===== src/rtl/dut_method_initiator.sv =====
// Initiator for an enable/ready method interface: buffers host data words, issues one
// len call followed by that many din calls, and drains dout into a registered host output.
module dut_method_initiator #(
    parameter int DATA_W     = 8,
    parameter int LEN_W      = 8,
    parameter int FIFO_DEPTH = 8
) (
    input  logic              CLK,
    input  logic              RST_N,
    input  logic [LEN_W-1:0]  host_len_value,
    input  logic              host_len_valid,
    output logic              host_len_ready,
    input  logic [DATA_W-1:0] host_din_value,
    input  logic              host_din_valid,
    output logic              host_din_ready,
    output logic [LEN_W-1:0]  len_value,
    output logic              len_en,
    input  logic              len_rdy,
    output logic [DATA_W-1:0] din_value,
    output logic              din_en,
    input  logic              din_rdy,
    output logic              dout_en,
    input  logic [DATA_W-1:0] dout_value,
    input  logic              dout_rdy,
    output logic [DATA_W-1:0] host_dout_value,
    output logic              host_dout_valid,
    input  logic              host_dout_ready,
    output logic              busy,
    output logic [15:0]       pkt_count
);

    localparam int AW = $clog2(FIFO_DEPTH);
    localparam logic [AW:0]    PTR_ONE = 1;
    localparam logic [LEN_W-1:0] LEN_ONE = 1;

    typedef enum logic [1:0] {IDLE, LEN, DATA} state_t;

    state_t            state_q, state_d;
    logic [LEN_W-1:0]  lenValue_q, lenValue_d;
    logic [LEN_W-1:0]  remaining_q, remaining_d;
    logic [15:0]       pktCount_q, pktCount_d;
    logic [AW:0]       wrPtr_q, wrPtr_d;
    logic [AW:0]       rdPtr_q, rdPtr_d;
    logic [DATA_W-1:0] mem_q [FIFO_DEPTH];
    logic [DATA_W-1:0] hostDoutValue_q, hostDoutValue_d;
    logic              hostDoutValid_q, hostDoutValid_d;
    logic              fifoFull, fifoEmpty, push, pop;

    // Pointers carry one extra wrap bit so full and empty are distinguishable.
    assign fifoEmpty      = (wrPtr_q == rdPtr_q);
    assign fifoFull       = (wrPtr_q[AW] != rdPtr_q[AW]) &&
                            (wrPtr_q[AW-1:0] == rdPtr_q[AW-1:0]);
    assign host_din_ready = RST_N && !fifoFull;
    assign push           = host_din_valid && host_din_ready;
    assign pop            = din_en;
    assign din_value      = mem_q[rdPtr_q[AW-1:0]];
    assign len_value      = lenValue_q;
    assign busy           = (state_q != IDLE);
    assign pkt_count      = pktCount_q;

    always_comb begin
        state_d        = state_q;
        lenValue_d     = lenValue_q;
        remaining_d    = remaining_q;
        pktCount_d     = pktCount_q;
        host_len_ready = 1'b0;
        len_en         = 1'b0;
        din_en         = 1'b0;
        case (state_q)
            IDLE: begin
                host_len_ready = RST_N;
                if (RST_N && host_len_valid && (host_len_value != '0)) begin
                    lenValue_d  = host_len_value;
                    remaining_d = host_len_value;
                    state_d     = LEN;
                end
            end
            LEN: begin
                len_en = RST_N && len_rdy;
                if (len_en) begin
                    state_d = DATA;
                end
            end
            DATA: begin
                din_en = RST_N && din_rdy && !fifoEmpty;
                if (din_en) begin
                    remaining_d = remaining_q - LEN_ONE;
                    if (remaining_q == LEN_ONE) begin
                        state_d    = IDLE;
                        pktCount_d = pktCount_q + 16'd1;
                    end
                end
            end
            default: state_d = IDLE;
        endcase
    end

    always_comb begin
        wrPtr_d = wrPtr_q;
        rdPtr_d = rdPtr_q;
        if (push) begin
            wrPtr_d = wrPtr_q + PTR_ONE;
        end
        if (pop) begin
            rdPtr_d = rdPtr_q + PTR_ONE;
        end
    end

    // The result register may take a new value in the same cycle the host consumes the old one.
    always_comb begin
        dout_en         = RST_N && dout_rdy && (!hostDoutValid_q || host_dout_ready);
        hostDoutValue_d = hostDoutValue_q;
        hostDoutValid_d = hostDoutValid_q;
        if (dout_en) begin
            hostDoutValue_d = dout_value;
            hostDoutValid_d = 1'b1;
        end else if (host_dout_ready) begin
            hostDoutValid_d = 1'b0;
        end
    end

    always_ff @(posedge CLK) begin
        if (!RST_N) begin
            state_q         <= IDLE;
            lenValue_q      <= '0;
            remaining_q     <= '0;
            pktCount_q      <= '0;
            wrPtr_q         <= '0;
            rdPtr_q         <= '0;
            hostDoutValue_q <= '0;
            hostDoutValid_q <= 1'b0;
        end else begin
            state_q         <= state_d;
            lenValue_q      <= lenValue_d;
            remaining_q     <= remaining_d;
            pktCount_q      <= pktCount_d;
            wrPtr_q         <= wrPtr_d;
            rdPtr_q         <= rdPtr_d;
            hostDoutValue_q <= hostDoutValue_d;
            hostDoutValid_q <= hostDoutValid_d;
        end
    end

    always_ff @(posedge CLK) begin
        if (push) begin
            mem_q[wrPtr_q[AW-1:0]] <= host_din_value;
        end
    end

    assign host_dout_value = hostDoutValue_q;
    assign host_dout_valid = hostDoutValid_q;

endmodule


===== config.mk =====
export PLATFORM = sky130hd
export DESIGN_NAME = dut_method_initiator
export DESIGN_NICKNAME = d
export VERILOG_FILES = /design/src/rtl/dut_method_initiator.sv
export SDC_FILE = /design/constraint.sdc
export NUM_CORES = 1
export LEC_CHECK = 0
export CORE_UTILIZATION = 30
export CTS_CLUSTER_SIZE = 24
export DETAILED_ROUTE_END_ITERATION = 8
export GPL_ROUTABILITY_DRIVEN = 1
export HOLD_SLACK_MARGIN = 0.03
export PLACE_DENSITY = 0.5
export RECOVER_POWER = 100
export SKIP_CTS_REPAIR_TIMING = 1
export SLEW_MARGIN = 20
export SYNTH_ARGS = -nofsm -noshare
export SYNTH_HDL_FRONTEND = slang
export SYNTH_SLANG_ARGS = --single-unit

===== constraint.sdc =====
create_clock -name CLK -period 6.3 [get_ports CLK]
set_input_delay 1.26 -clock CLK [delete_from_list [all_inputs] [get_ports CLK]]
set_output_delay 1.26 -clock CLK [all_outputs]
set_load 0.005 [all_outputs]

==> impl_metrics.tcl, run 1 <==
set metrics [dict create \
    antenna_found_initial 0 \
    worstPathMaxFanout 37 \
    grt_util_all_layers_pct 14.30 \
    violations "capacitance limit, slew limit" \
    synthArstFlopShare_pct 0 \
    grt_pass1_wl_um 17580 \
    grt_pass1_vias 3267 \
    r2r_start "wrPtr_q[1]$_SDFFE_PN0P_" \
    synth_warnings 0 \
    maxSlewHeadroom_pct -5.752 \
    holdPathEnd "host_dout_value[5]$_SDFFE_PN0P_" \
    cts_buffers 17 \
    clock_path_buffers 2 \
    clk_pin_slew_ns 0.05 \
    status "finished with violations" \
    syn_to_final_growth_pct 30.78 \
    crit_type "input pin to primary output" \
    drive_above_1_share_pct 12.30 \
    io_buffer_count 78 \
    overflow 0 \
    cp_common_cell "dlygate4sd3_1" \
    fill_cells 1517 \
    maxCapViolCount 2 \
    wl_met1_um 4892 \
    syn-num-nets 434 \
    syn_avg_cell_area_um2 12.43 \
    crit_chain "dlygate4sd3_1 -> inv_1 -> nor3_1 -> dlygate4sd3_1" \
    synthTopCellsByArea "edfxtp_1, dfxtp_1, mux4_2, nand2_1, mux2i_1" \
    drt_iter0_drc 159 \
    worstMarginPinSlew_ns 1.583 \
    drtAntennaViolNets 0 \
    synth_flop_cell "edfxtp_1" \
    worstSkewPairLatency_ns 0.42 \
    setup_violations 0 \
    final_common_cell "edfxtp_1" \
    initial_core_util_pct 30.95 \
    startpoint_type "input pin" \
    synthCells 397 \
    min-delay-start "host_dout_value[5]$_SDFFE_PN0P_" \
    wl_per_cell_um 15.75 \
    leakagePower_nw 2.290 \
    skew_ns 0.01564 \
    finish.utilization_pct 40.48 \
    hpwlAfterDp_um 7315 \
    synth.distinct_cells 45 \
    num_antenna_cells 0 \
    cpMaxStageDelayCell "dlygate4sd3_1" \
    first_pass_iters 7 \
    top_layer "met4" \
    r2r-end "mem_q[3][2]$_DFFE_PP_" \
    fin_setup_tns_ns 0 \
    route.detailed.drc 0 \
    min_delay_path_depth 2 \
    maxSlewViolCount 18 \
    num-nets-final 512 \
    fp.dieW_um 130.3 \
    wirelength_um 11090 \
    ff2ff_path_depth 5 \
    ys_ff_latch 118 \
    post-route-period-util_pct 83.16 \
    required_ns 5.04 \
    cts_tree "done" \
    num_rows 46 \
    synth_top_area_share_pct 38.95 \
    final_cell_mix "edfxtp_1, dlygate4sd3_1, dfxtp_1" \
    rsz0062_at_grt "false" \
    met3_length_um 545 \
    met2_length_um 5500 \
    grt_max_degree 38 \
    core_area_um2 15940 \
    power.density_nw_per_um2 290.1 \
    htree_levels 4 \
    syn_area_um2 4935 \
    timing.fmax_mhz 190.9 \
    clock-sinks 118 \
    cp_slowest_stage_delay_ns 0.92 \
    synth-seq-area-share_pct 60.85 \
    viasPerCell 4.727 \
    irDropWorstVdd_v 0.0001793 \
    die_h_um 130.3 \
    synth_edf_count 64 \
    crit_arrival_ns 3.98 \
    hold_class "flip-flop to flip-flop" \
    gp_congestion 0.7535 \
    worst-r2r-setup-slack_ns 3.39 \
    cts-root-buf "clkbuf_16" \
    critPathCaptureType "primary output" \
    period_needed_ns 5.239 \
    die_area_um2 16970 \
    io_pins 79 \
    num_vias 3328 \
    hold_viol_final 0 \
    synth_top_cell_by_area "edfxtp_1" \
]
-- report_power, final --
part / total, W / internal [W] / switching [W]
Combinational: 0.000125 / 0.0000622 / 0.0000625
Clock: 0.000904 / 0.000577 / 0.000327
Sequential: 0.000843 / 0.000830 / 0.0000137
Total: 0.00187 / 0.00147 / 0.000403
-- synth_stat cells (3+ instances only) --
cell / count
buf_2: 5
xnor2_1: 16
nor3b_1: 4
or3_1: 5
inv_1: 5
nand4_1: 7
a21oi_1: 14
a31o_2: 3
clkbuf_1: 13
nand2b_1: 5
nor2_1: 36
dfxtp_1: 54
nor3_1: 15
nand2_1: 40
buf_1: 3
nand3_1: 9
mux2i_1: 14
ha_1: 5
nor4_1: 5
o21ai_0: 17
xor2_1: 4
edfxtp_1: 64
mux4_2: 16
mux2_2: 10
and3_1: 3
-- layer usage --
layer  global-route usage (%)  vias to the layer above
met5                        0                        -
met4                    5.951                        0
met3                    5.002                       11
met2                    23.75                       77
met1                    16.78                     1613
li1                         -                     1627
-- area by class of cell --
cell class	count	area (um2)	share of cell area (%)
clock inverters	10	106.4	1.648
well taps	216	270.3	4.188
clock buffers	22	444.2	6.883
multi-input cells	251	1808	28.01
flip-flops and latches	118	3003	46.53
inverters	6	22.52	0.3490
repair buffers	81	799.5	12.39
-- logic make-up after synthesis --
logic type	Yosys count	share of synthesized area [%]
buffers and inverters	28	2.409
flip-flops	118	60.85
AO/OA/AOI/OAI	44	5.299
multiplexers	40	12.42
XOR/XNOR	20	3.550
adder cells (fa/ha/maj)	5	1.268
AND/OR/NAND/NOR	142	14.20
-- worst max-delay path by stage --
stage,to,start,slack (ns)
global placement,len_en,RST_N,1.52
floorplan,dout_en,RST_N,2.90
global route,len_en,RST_N,0.85
CTS,len_en,RST_N,1.43
detailed placement,len_en,RST_N,1.46
finish,len_en,RST_N,1.06
-- state kept, by name, indices dropped and copies added (netlist names), named ones only --
signal / count
host_dout_valid: 1
rdPtr_q: 4
state_q: 2
host_dout_value: 8
mem_q: 64
wrPtr_q: 4
len_value: 8
remaining_q: 8
pkt_count: 16
-- worst max-delay path, delay by kind of cell --
family	cells	cell delay, ns
buf+inv	3	2.22
simple gates	1	0.48
-- through the flow --
step	area [um2]	hold slack (ns)	setup slack (ns)	cells	power (W)
floorplan	4935	0.4490	2.903	397	0.0009246
global placement	5942	0.4571	1.520	672	0.0009898
detailed placement	5942	0.4548	1.463	672	0.0009912
CTS	6492	0.4615	1.426	704	0.001900
global route	6454	0.4783	0.8466	704	0.001947
finish	6454	0.4534	1.061	704	0.001872
Power figures use the tool's default switching activity.
==> inputs of run 2 (changes only) <==
clock period = 5.35 ns   (was 6.3 ns; I/O delays follow)
==> impl_metrics.tcl, run 2 (synthesis results as in run 1) <==
set metrics [dict create \
    fin_setup_tns_ns 0 \
    skew_ns 0.01124 \
    syn_to_final_growth_pct 31.54 \
    clock_path_buffers 2 \
    clock-sinks 118 \
    critPathCaptureType "primary output" \
    drtAntennaViolNets 0 \
    fp.dieW_um 130.3 \
    worst-r2r-setup-slack_ns 2.29 \
    clk_pin_slew_ns 0.05 \
    wirelength_um 11360 \
    period_needed_ns 4.485 \
    power.density_nw_per_um2 342.1 \
    required_ns 4.28 \
    io_pins 79 \
    finalPower_w 0.002220 \
    cts_tree "done" \
    layout.cells.non_filler 710 \
    ff2ff_path_depth 5 \
    irDropWorstVdd_v 0.0002023 \
    placed_cells 678 \
    gp_congestion 0.7834 \
    wl_per_cell_um 16.00 \
    num_antenna_cells 0 \
    hold_viol_final 0 \
    timing.hold.ws_ns 0.4600 \
    route.detailed.drc 0 \
    hold_class "flip-flop to flip-flop" \
    setup_violations 0 \
    maxCapViolCount 2 \
    worstPathMaxFanout 17 \
    min_delay_path_depth 2 \
    final_common_cell "edfxtp_1" \
    drive_above_1_share_pct 12.15 \
    cts_buffers 17 \
    holdPathEnd "host_dout_value[7]$_SDFFE_PN0P_" \
    violations "capacitance limit, slew limit" \
    rsz0062_at_grt "false" \
    grt_util_all_layers_pct 14.69 \
    maxSlewViolCount 18 \
    io_buffer_count 78 \
    antenna_found_initial 0 \
    worstMarginPinSlew_ns 1.736 \
    die_area_um2 16970 \
    r2r-end "mem_q[4][0]$_DFFE_PP_" \
    status "finished with violations" \
    fin_ws_ns 0.8647 \
    min-delay-start "host_dout_value[7]$_SDFFE_PN0P_" \
    die_h_um 130.3 \
    grt_pass1_wl_um 18270 \
    timing.fmax_mhz 222.9 \
    final_cell_mix "edfxtp_1, dlygate4sd3_1, dfxtp_1" \
    initial_core_util_pct 30.95 \
    startpoint_type "input pin" \
    num_vias 3354 \
    grt_pass1_vias 3401 \
    place_ws_ns 1.108 \
    num-nets-final 518 \
    hpwlAfterDp_um 7566 \
    crit_type "input pin to primary output" \
    maxSlewHeadroom_pct -15.99 \
    num_rows 46 \
    cts-root-buf "clkbuf_16" \
    worstSkewPairLatency_ns 0.42 \
    drt_iter0_drc 142 \
    post-route-period-util_pct 83.84 \
    largest_reg_flops 64 \
    grt_max_degree 29 \
    r2r_start "wrPtr_q[1]$_SDFFE_PN0P_" \
    leakagePower_nw 2.292 \
    overflow 0 \
    viasPerCell 4.724 \
    first_pass_iters 4 \
    core_area_um2 15940 \
    htree_levels 4 \
    crit_arrival_ns 3.42 \
]
run 2: cell count changes in the layout (fill, tap and decap cells not counted):
| cell | previous run | this run |
|---|---|---|
| clkbuf_1 | 6 | 13 |
| clkinv_2 | 5 | 2 |
| clkbuf_8 | 0 | 2 |
| clkinvlp_4 | 0 | 2 |
| buf_4 | 2 | 1 |
| bufinv_16 | 2 | 1 |
| clkbuf_16 | 17 | 18 |
| clkinv_1 | 1 | 0 |
run 2: worst max path at each step:
stage                from  endpoint  slack (ns)  depth (start not counted)
finish              RST_N   dout_en        0.86                          4
detailed placement  RST_N    din_en        1.11                          4
global placement    RST_N    din_en        1.15                          4
global route        RST_N   dout_en        0.71                          4
CTS                 RST_N    din_en        1.11                          4
floorplan           RST_N   dout_en        2.33                          4
run 2: per-stage QoR:
| step | utilization (%) | cell area [um2] |
|---|---|---|
| 2_1_floorplan | - | 4935 |
| 3_3_place_gp | 37.43 | 5967 |
| 3_5_place_dp | 37.43 | 5967 |
| 4_1_cts | 41.00 | 6536 |
| 5_1_grt | 40.72 | 6491 |
| 6_report | 40.72 | 6491 |
run 2: critical path: stages:
cell	delay (ns)
dlygate4sd3_1	0.96
and3_1	0.26
clkbuf_1	0.47
dlygate4sd3_1	0.65
run 2: area by class of cell:
type / instances / area [um2]
multi-input combinational: 251 / 1808
clock buffer: 25 / 496.7
sequential: 118 / 3003
inverter: 6 / 22.52
clock inverter: 7 / 72.57
timing repair buffer: 87 / 818.3
tap: 216 / 270.3
fill: 1546 / 9452
run 2: report_power, final:
group | internal, W | total (W) | leakage [nW] | switching [W]
Sequential | 0.000977 | 0.000993 | 1.02 | 0.0000163
Clock | 0.000690 | 0.00108 | 0.273 | 0.000390
Combinational | 0.0000735 | 0.000147 | 1.00 | 0.0000738
Total | 0.00174 | 0.00222 | 2.29 | 0.000480
run 2: metal layers:
metal,part of all wire (%),wire (um),track usage (%),vias to the layer above
met3,4.3,483,4.797,12
met4,1.4,157,5.746,0
met5,0,0,0,-
met1,46,5251,18.05,1634
met2,48,5471,23.84,70
li1,-,-,-,1638
